==> config.mk <==
export PLATFORM = sky130hd
export DESIGN_NAME = cordic_cos_scheduler
export DESIGN_NICKNAME = d
export VERILOG_FILES = /design/src/rtl/cordic_cos_scheduler.sv
export SDC_FILE = /design/constraint.sdc
export NUM_CORES = 1
export LEC_CHECK = 0
export ABC_CLOCK_PERIOD_IN_PS = 6400
export CORE_MARGIN = 2
export CORE_UTILIZATION = 57
export CTS_CLUSTER_SIZE = 16
export DETAILED_ROUTE_END_ITERATION = 6
export PLACE_DENSITY = 0.78
export SLEW_MARGIN = 20
export SYNTH_ARGS = -nofsm -noshare
export SYNTH_HDL_FRONTEND = slang
export SYNTH_SLANG_ARGS = --single-unit
==> constraint.sdc <==
create_clock -name clk -period 6.4 [get_ports clk]
set_clock_uncertainty 0.2 [all_clocks]
set_input_delay 0.96 -clock clk [delete_from_list [all_inputs] [get_ports clk]]
set_output_delay 0.96 -clock clk [all_outputs]
set_load 0.05 [all_outputs]
==> src/rtl/cordic_cos_scheduler.sv <==
// cordic_cos_scheduler: shares one fixed-latency, non-stalling CORDIC cosine pipeline between
// N_REQ requesters with round-robin issue, a valid/tag delay line and credit-gated response FIFOs.

module cordic_rsp_fifo #(
  parameter int DEPTH = 8,
  parameter int CW    = $clog2(DEPTH + 1)
) (
  input  logic          clk,
  input  logic          rst,
  input  logic          wr_en,
  input  logic [31:0]   wr_data,
  input  logic          rd_en,
  output logic [31:0]   rd_data,
  output logic          not_empty,
  output logic [CW-1:0] count
);
  localparam int AW = (DEPTH > 1) ? $clog2(DEPTH) : 1;
  localparam logic [AW-1:0] LAST = AW'(DEPTH - 1);

  logic [31:0]   mem [DEPTH];
  logic [AW-1:0] wr_ptr_reg, wr_ptr_next;
  logic [AW-1:0] rd_ptr_reg, rd_ptr_next;
  logic [CW-1:0] count_reg, count_next;

  always_ff @(posedge clk) begin
    if (wr_en) mem[wr_ptr_reg] <= wr_data;
  end

  always_comb begin
    wr_ptr_next = wr_ptr_reg;
    rd_ptr_next = rd_ptr_reg;
    count_next  = count_reg;
    if (wr_en) wr_ptr_next = (wr_ptr_reg == LAST) ? '0 : wr_ptr_reg + AW'(1);
    if (rd_en) rd_ptr_next = (rd_ptr_reg == LAST) ? '0 : rd_ptr_reg + AW'(1);
    if (wr_en && !rd_en)      count_next = count_reg + CW'(1);
    else if (rd_en && !wr_en) count_next = count_reg - CW'(1);
  end

  always_ff @(posedge clk or negedge rst) begin
    if (!rst) begin
      wr_ptr_reg <= '0;
      rd_ptr_reg <= '0;
      count_reg  <= '0;
    end else begin
      wr_ptr_reg <= wr_ptr_next;
      rd_ptr_reg <= rd_ptr_next;
      count_reg  <= count_next;
    end
  end

  // Head is forced to zero when empty so the output reads 0 out of reset.
  assign not_empty = (count_reg != '0);
  assign count     = count_reg;
  assign rd_data   = not_empty ? mem[rd_ptr_reg] : 32'h0;
endmodule

module cordic_cos_scheduler #(
  parameter int N_REQ        = 2,
  parameter int PIPE_LATENCY = 5,
  parameter int FIFO_DEPTH   = 8
) (
  input  logic                  clk,
  input  logic                  rst,
  input  logic [N_REQ-1:0]      req_valid,
  output logic [N_REQ-1:0]      req_ready,
  input  logic [32*N_REQ-1:0]   req_data,
  output logic [N_REQ-1:0]      rsp_valid,
  input  logic [N_REQ-1:0]      rsp_ready,
  output logic [32*N_REQ-1:0]   rsp_data,
  output logic [31:0]           cordic_in,
  input  logic [31:0]           cordic_out,
  output logic                  busy
);
  localparam int IW = (N_REQ > 1) ? $clog2(N_REQ) : 1;
  localparam int CW = $clog2(FIFO_DEPTH + 1);
  localparam logic [IW-1:0] LAST_REQ = IW'(N_REQ - 1);

  logic [IW-1:0]    rr_ptr_reg, rr_ptr_next;
  logic [N_REQ-1:0] eligible, above_ptr, eligible_hi, pick_src, grant;
  logic             grant_any;
  logic [IW-1:0]    grant_idx;
  logic             dl_valid_reg [PIPE_LATENCY];
  logic [IW-1:0]    dl_tag_reg   [PIPE_LATENCY];
  logic             ret_valid;
  logic [IW-1:0]    ret_tag;
  logic [N_REQ-1:0] fifo_wr, fifo_rd, inflight_nz;

  assign ret_valid = dl_valid_reg[PIPE_LATENCY-1];
  assign ret_tag   = dl_tag_reg[PIPE_LATENCY-1];

  // Per-requester credit, in-flight counter and response FIFO.
  for (genvar gi = 0; gi < N_REQ; gi++) begin : g_req
    logic [CW-1:0] inflight_reg, inflight_next;
    logic [CW-1:0] fifo_count;
    logic [CW:0]   used;

    assign used         = {1'b0, fifo_count} + {1'b0, inflight_reg};
    assign eligible[gi] = req_valid[gi] && (used < (CW+1)'(FIFO_DEPTH));
    assign fifo_wr[gi]  = ret_valid && (ret_tag == IW'(gi));
    assign fifo_rd[gi]  = rsp_valid[gi] && rsp_ready[gi];

    always_comb begin
      inflight_next = inflight_reg;
      if (grant[gi] && !fifo_wr[gi])      inflight_next = inflight_reg + CW'(1);
      else if (!grant[gi] && fifo_wr[gi]) inflight_next = inflight_reg - CW'(1);
    end

    always_ff @(posedge clk or negedge rst) begin
      if (!rst) inflight_reg <= '0;
      else      inflight_reg <= inflight_next;
    end

    assign inflight_nz[gi] = (inflight_reg != '0);

    cordic_rsp_fifo #(
      .DEPTH (FIFO_DEPTH),
      .CW    (CW)
    ) u_fifo (
      .clk       (clk),
      .rst       (rst),
      .wr_en     (fifo_wr[gi]),
      .wr_data   (cordic_out),
      .rd_en     (fifo_rd[gi]),
      .rd_data   (rsp_data[32*gi +: 32]),
      .not_empty (rsp_valid[gi]),
      .count     (fifo_count)
    );
  end

  // Round robin: prefer eligible requesters at or above rr_ptr, else wrap to the lowest one.
  always_comb begin
    above_ptr   = ~((N_REQ'(1) << rr_ptr_reg) - N_REQ'(1));
    eligible_hi = eligible & above_ptr;
    pick_src    = (|eligible_hi) ? eligible_hi : eligible;
    grant       = rst ? (pick_src & (~pick_src + N_REQ'(1))) : '0;
  end

  always_comb begin
    grant_idx = '0;
    cordic_in = 32'h0;
    for (int k = 0; k < N_REQ; k++) begin
      if (grant[k]) begin
        grant_idx = IW'(k);
        cordic_in = req_data[32*k +: 32];
      end
    end
  end

  assign grant_any = |grant;
  assign req_ready = grant;

  always_comb begin
    rr_ptr_next = rr_ptr_reg;
    if (grant_any) rr_ptr_next = (grant_idx == LAST_REQ) ? '0 : grant_idx + IW'(1);
  end

  always_ff @(posedge clk or negedge rst) begin
    if (!rst) rr_ptr_reg <= '0;
    else      rr_ptr_reg <= rr_ptr_next;
  end

  // Valid/tag delay line mirrors the pipeline so each result knows its owner.
  always_ff @(posedge clk or negedge rst) begin
    if (!rst) begin
      for (int k = 0; k < PIPE_LATENCY; k++) begin
        dl_valid_reg[k] <= 1'b0;
        dl_tag_reg[k]   <= '0;
      end
    end else begin
      for (int k = PIPE_LATENCY - 1; k > 0; k--) begin
        dl_valid_reg[k] <= dl_valid_reg[k-1];
        dl_tag_reg[k]   <= dl_tag_reg[k-1];
      end
      dl_valid_reg[0] <= grant_any;
      dl_tag_reg[0]   <= grant_idx;
    end
  end

  assign busy = (|inflight_nz) | (|rsp_valid);
endmodule

Word-level counts from Yosys, hierarchy flattened --
Memories as Yosys holds them, arrays and structs flattened. Cells that the tools add are included.
Word-level totals: register bits after elaboration 39, memory bits (writable) 512, memories kept 2
Operators by class: $add $sub $neg 17, $lt $le $gt $ge 2, equality and inequality tests 4, shift-type cells 1, mux-type cells 24, bitwise gates (word level) 6, reductions and logical operators 32
Memories:
- g_req[0].u_fifo.mem | depth 8, bits a word 32, read ports 1, clocked after Yosys merged registers in 0, write ports 1, line 20 | logic [31:0] mem [DEPTH];
- g_req[1].u_fifo.mem | depth 8, bits a word 32, read ports 1, clocked after Yosys merged registers in 0, write ports 1, line 20
Operators by type and width (number):
- 32-bit two-way mux | 4
- 4-bit two-way mux | 8
- 4-bit by 1-bit adder with 4-bit output, second input constant | 4
- 4-bit nonzero test | 4
- 4-bit by 1-bit subtractor with 4-bit output, second input constant | 4
- 1-bit logical AND | 14
- 3-bit by 1-bit adder with 3-bit output, second input constant | 4
- 3-bit == test, second input constant | 4
- 3-bit two-way mux | 4
- 4-bit by 4-bit adder with 5-bit output | 2
- 5-bit by 4-bit less-than comparator with 1-bit output, second input constant | 2
- 2-bit nonzero test | 4
- 2-bit OR reduction | 4
- 1-bit zero test | 6
- 1-bit two-way mux | 6
- 2-bit bitwise AND | 2
- 2-bit two-way mux | 2
- 2-bit NOT | 2
- 2-bit by 1-bit adder with 2-bit output, second input constant | 1
- 1-bit by 1-bit << shifter with 2-bit output, first input constant | 1
- 2-bit subtractor, second input constant | 1
- 1-bit adder, second input constant | 1
- 1-bit NOT | 1
- 1-bit bitwise OR | 1

Logic depth before layout (Yosys ltp) --
depth after elaboration 14, depth in mapped cells 13, gate-level depth less buffers 11

By module --
A second synthesis with hierarchy kept.
Second synthesis, totals: cells, all modules 1002, area total of the unflattened synthesis 21847.2 um^2
By module, submodules not included:
- cordic_rsp_fifo (g_req[0].u_fifo) | instances 1, cells an instance 441, area an instance 10232.3 um^2, sequential area each 7937.6 um^2
- cordic_rsp_fifo (g_req[1].u_fifo) | instances 1, cells an instance 439, area an instance 10221.1 um^2, sequential area each 7937.6 um^2
- cordic_cos_scheduler | instances 1, cells an instance 122, area an instance 1393.8 um^2, sequential area each 475.5 um^2

Worst setup path after synthesis --
Ideal clock, no wire load.
path type flip-flop to flip-flop, start point register dl_tag_reg (netlist bit ret_tag), end point memory g_req[0].u_fifo.mem[0][0] (enable), data arrival time 3.752 ns, path slack 1.947 ns, stages on the path, launching flop included 4, buffers on the path 1, path through dfrtp_1 nand2b_1 clkbuf_1 nor4_1
Between the ends: word-level cells in the longest chain between the ends 4
Ends and longest elaborated chain:
- from (decl) | line 83 | logic [IW-1:0] dl_tag_reg [PIPE_LATENCY];
- from (signal, indexed assignment) | line 172 | dl_tag_reg[k] <= dl_tag_reg[k-1];
- 1-bit NOT | line 99 | assign fifo_wr[gi] = ret_valid && (ret_tag == IW'(gi));
- 1-bit logical AND | line 99
- 1-bit two-way mux | line 26 | if (wr_en) mem[wr_ptr_reg] <= wr_data;
- 1-bit two-way mux (implied by the code) | line 26
- to (decl) | line 20
Every way passes these cells.

Worst setup path after layout --
start point register g_req[0].u_fifo.count_reg[1], end point output port rsp_data[22]
Between the ends: word-level cells in the longest chain between the ends 2
Ends and longest elaborated chain:
- from (decl) | line 23 | logic [CW-1:0] count_reg, count_next;
- from (signal assigned) | line 47 | count_reg <= count_next;
- 4-bit nonzero test | line 52 | assign not_empty = (count_reg != '0);
- 32-bit two-way mux | line 54 | assign rd_data = not_empty ? mem[rd_ptr_reg] : 32'h0;
- to (decl) | line 69 | output logic [32*N_REQ-1:0] rsp_data,
Every way passes these cells.

==> results.md <==
* Largest cells by area after synthesis: edfxtp_1 71%, mux4_2 13%, dfrtp_1 4.5%
* Layout overhead on the synthesized area at 20.1%
* Complex-gate fraction of the synthesized area at 4.77%
* Area share of the leading cell type in the synthesized netlist at 71.2%
* Max FFs per register at 512
* Residual overflow from global routing at 0
* Maximum count of clock buffers along a single path at 3
* Area taken by multi-input logic gates at 0.00500 mm^2
* Category of the critical setup timing path: reg -> out
* Mux cell area share after synthesis at 13.7%
* Largest net degree at the start of global routing at 45
* Clock edge transition at the registers on the reported setup and hold paths at 0.06 ns
* Minimum hold slack at 0.149 ns
* Highest ir drop seen on vdd at 0.184 mV
* CTS H-tree lvls at 2
* Async set-or-reset flop fraction in the synthesized netlist at 7.08%
* CTS Root Cell: clkbuf_16
* Post-synthesis adder-cell area fraction at 1.88%
* Fillers at 2289
* Hold WC Path Type: reg -> reg
* Biggest fanout along the worst timing path at 21
* Post-synthesis area per instance at 21.9 um^2
* Routed Wire Length at 48.0 mm
* Number of flip-flops and latches in the synthesized netlist at 551
* Synthesized net count at 1119
* Distinct cell type count after synthesis at 35
* Cell type with the highest aggregate area in the netlist: edfxtp_1
* Drt first-iter violations at 1008
* Pwr/cell area at 269 mW/mm^2
* Vertical extent of the die at 199 um
* Die Width at 199 um
* Average routed wire per standard cell at 27.0 um
* Detail-routed via count per cell at 6.24
* Placed wire-length estimate at 27.4 mm
* Overall Global Routing Usage at 25.0%
* Prevailing post-synth register cell: edfxtp_1
* Max-slew violation total from the final report at 0
* Cell area after layout at 0.0259 mm^2
* Slew at the pin closest to its max-slew limit at 1.09 ns
* Hold-fix buffer count after cts at 0
* Fraction of the core area covered by cells at the end of the flow at 69.2%
* # port buffers at 202
* Last weighted congestion value of the routability-driven placer at 0.814
* Area after detailed placement at 0.0243 mm^2
* Setup repair bufs after CTS at 0
* Tightest slew margin relative to the limit at 27.1%
* Hold violation count in the final report at 0
* Sequential cell area at 0.0164 mm^2
* Share of the yosys chip area belonging to registers at 75.7%
* Total Power at 0.00698 W
* Family with the most delay on the worst path: buffers and inverters
* Combinational family with the most area after synthesis: multiplexers
* Final period utilization at 73.6%
* Area share of and/or/nand/nor cells after synthesis at 1.72%
* Boundary Pins at 203
* Routed via count at 11095
* Data arrival time of the critical path at 3.55 ns
* ANT nets after route at 0
* DRC at 0
* Fraction of final layout cells with drive strength greater than 1 at 21.8%
* Required time at the worst-slack endpoint at 5.24 ns
* Biggest cell delay along the critical path at 0.73 ns
* # resized after CTS at 0
* Number of antenna violations at the first check in global routing at 3
* TritonCTS Buffers at 51
* Core box area at 0.0375 mm^2
* Static Leak at 8.36 nW
* Warnings, synthesis at 0
* Critical path startpoint category: flip-flop
* Worst skew pair latency at 0.57 ns
* Wire length of the first global-routing pass at 70.9 mm
* Pre-Repair DR Iteration Count at 5
* Count of nets after finishing at 1355
* CP cell instances: nor4_2 -> inv_2 -> and2_1 -> buf_4 -> a22o_1 -> clkdlybuf4s50_1
* Fraction of synthesized cell area in xor and xnor cells at 0.487%
* CTS tree: yes
* Fin Setup TNS at 0 ns
* Count of standard-cell rows at 71
* Initial core utilization at 57.6%
* Die ar. at 0.0395 mm^2
* Run status: complete, no violations
* Setup crit end kind: primary output
* Post-Syn Instances at 987
* Fin crit period at 4.71 ns
* Max-cap violations at 0
* Number of enable flip-flop cells after synthesis at 512
* Via count of the first global-routing pass at 11629
* Buffer and inverter count on the worst path at 3
* Achievable frequency at 0.212 GHz
* Final Setup Violations at 0
* Synth Cell Area at 0.0216 mm^2
* Number of clock sinks at 551
* Unrepaired setup endpoints after global routing: no
* CP max-delay cell: clkdlybuf4s50_1
-- Yosys cell counts, drive strengths merged (4+ instances only) --
cell    instances
o21bai          4
mux2            7
a22o           96
dfrtp          39
ha             26
edfxtp        512
xnor2          12
nor3           12
fa              4
and3            5
clkbuf         14
nor2            8
nor4            6
o21ai           9
inv            10
nand2b          9
mux4          128
nand3           4
a21oi           8
buf            40
a21o            5
nand2          20
-- worst paths after layout --
kind / from / endpoint / slack (ns) / cells past startpoint
max: g_req[0].u_fifo.count[1] / rsp_data[22] / 1.69 / 6
min: dl_valid_reg[4] / dl_valid_reg[3] / 0.15 / 0
max reg2reg: g_req[0].inflight_reg[1] / g_req[0].inflight_reg[3] / 2.94 / 12
min reg2reg: dl_valid_reg[4] / dl_valid_reg[3] / 0.15 / 0
max in group asynchronous: rst / g_req[0].u_fifo.rd_ptr_reg[0] / 5.33 / 2
min in group asynchronous: rst / dl_tag_reg[3] / 0.28 / 2
-- layout make-up --
cell class / count / area share (%)
inverter: 10 / 0.145
antenna: 3 / 0.0289
tap: 511 / 2.46
timing repair buffer: 237 / 8.79
sequential: 551 / 63.1
multi-input combinational: 372 / 19.3
clock buffer: 63 / 5.26
clock inverter: 31 / 0.979
-- metrics by stage --
| step | cells | worst slack (ns) |
|---|---|---|
| floorplan | 987 | 1.95 |
| global placement | 1681 | 1.53 |
| detailed placement | 1681 | 1.43 |
| CTS | 1775 | 1.38 |
| global route | 1777 | 1.55 |
| finish | 1778 | 1.69 |
-- power breakdown --
| group | switching, W | internal (W) | total [W] | leakage [nW] |
|---|---|---|---|---|
| clock network | 0.00127 | 0.00167 | 0.00294 | 0.803 |
| registers | 0 | 0.00393 | 0.00393 | 5.10 |
| logic | 0.0000560 | 0.0000542 | 0.000110 | 2.46 |
-- worst reg2reg max path: cells and delay by family, from the launching register on --
kind / cells / cell delay, ns
flops: 1 / 0.44
xor+xnor: 1 / 0.13
simple gates: 2 / 0.36
compound gates: 4 / 1.12
buf+inv: 2 / 0.32
fa+ha+maj: 3 / 0.78
-- logic make-up after synthesis --
family,Yosys count
AND/OR/NAND/NOR,69
buffers and inverters,64
AO/OA/AOI/OAI,126
flip-flops,551
adder cells (fa/ha/maj),30
XOR/XNOR,12
multiplexers,135
-- layer usage --
| layer | wire length [um] | global-route usage (%) | share of wire (%) |
|---|---|---|---|
| met4 | 1240 | 7.88 | 2.6 |
| met5 | 0 | 0 | 0 |
| met1 | 17900 | 32.5 | 37 |
| met2 | 25300 | 43.7 | 53 |
| met3 | 3650 | 4.02 | 7.6 |
-- placed cells by master, fill, tap and decap left out, drive strengths merged --
master | Yosys | routed
a21o | 5 | 5
a21oi | 8 | 8
a22o | 96 | 96
a31oi | 2 | 2
and2 | 2 | 2
and3 | 5 | 5
buf | 40 | 36
bufinv | 0 | 4
clkbuf | 14 | 63
clkdlybuf4s50 | 0 | 201
clkinv | 0 | 26
clkinvlp | 0 | 1
dfrtp | 39 | 39
diode | 0 | 3
edfxtp | 512 | 512
fa | 4 | 4
ha | 26 | 26
inv | 10 | 10
mux2 | 7 | 7
mux4 | 128 | 128
nand2 | 20 | 20
nand2b | 9 | 9
nand3 | 4 | 4
nand4 | 1 | 1
nor2 | 8 | 8
nor3 | 12 | 12
nor4 | 6 | 6
nor4b | 2 | 2
o2111a | 1 | 1
o211ai | 1 | 1
o21ai | 9 | 9
o21bai | 4 | 4
xnor2 | 12 | 12
(Power assumes the default switching activity.)
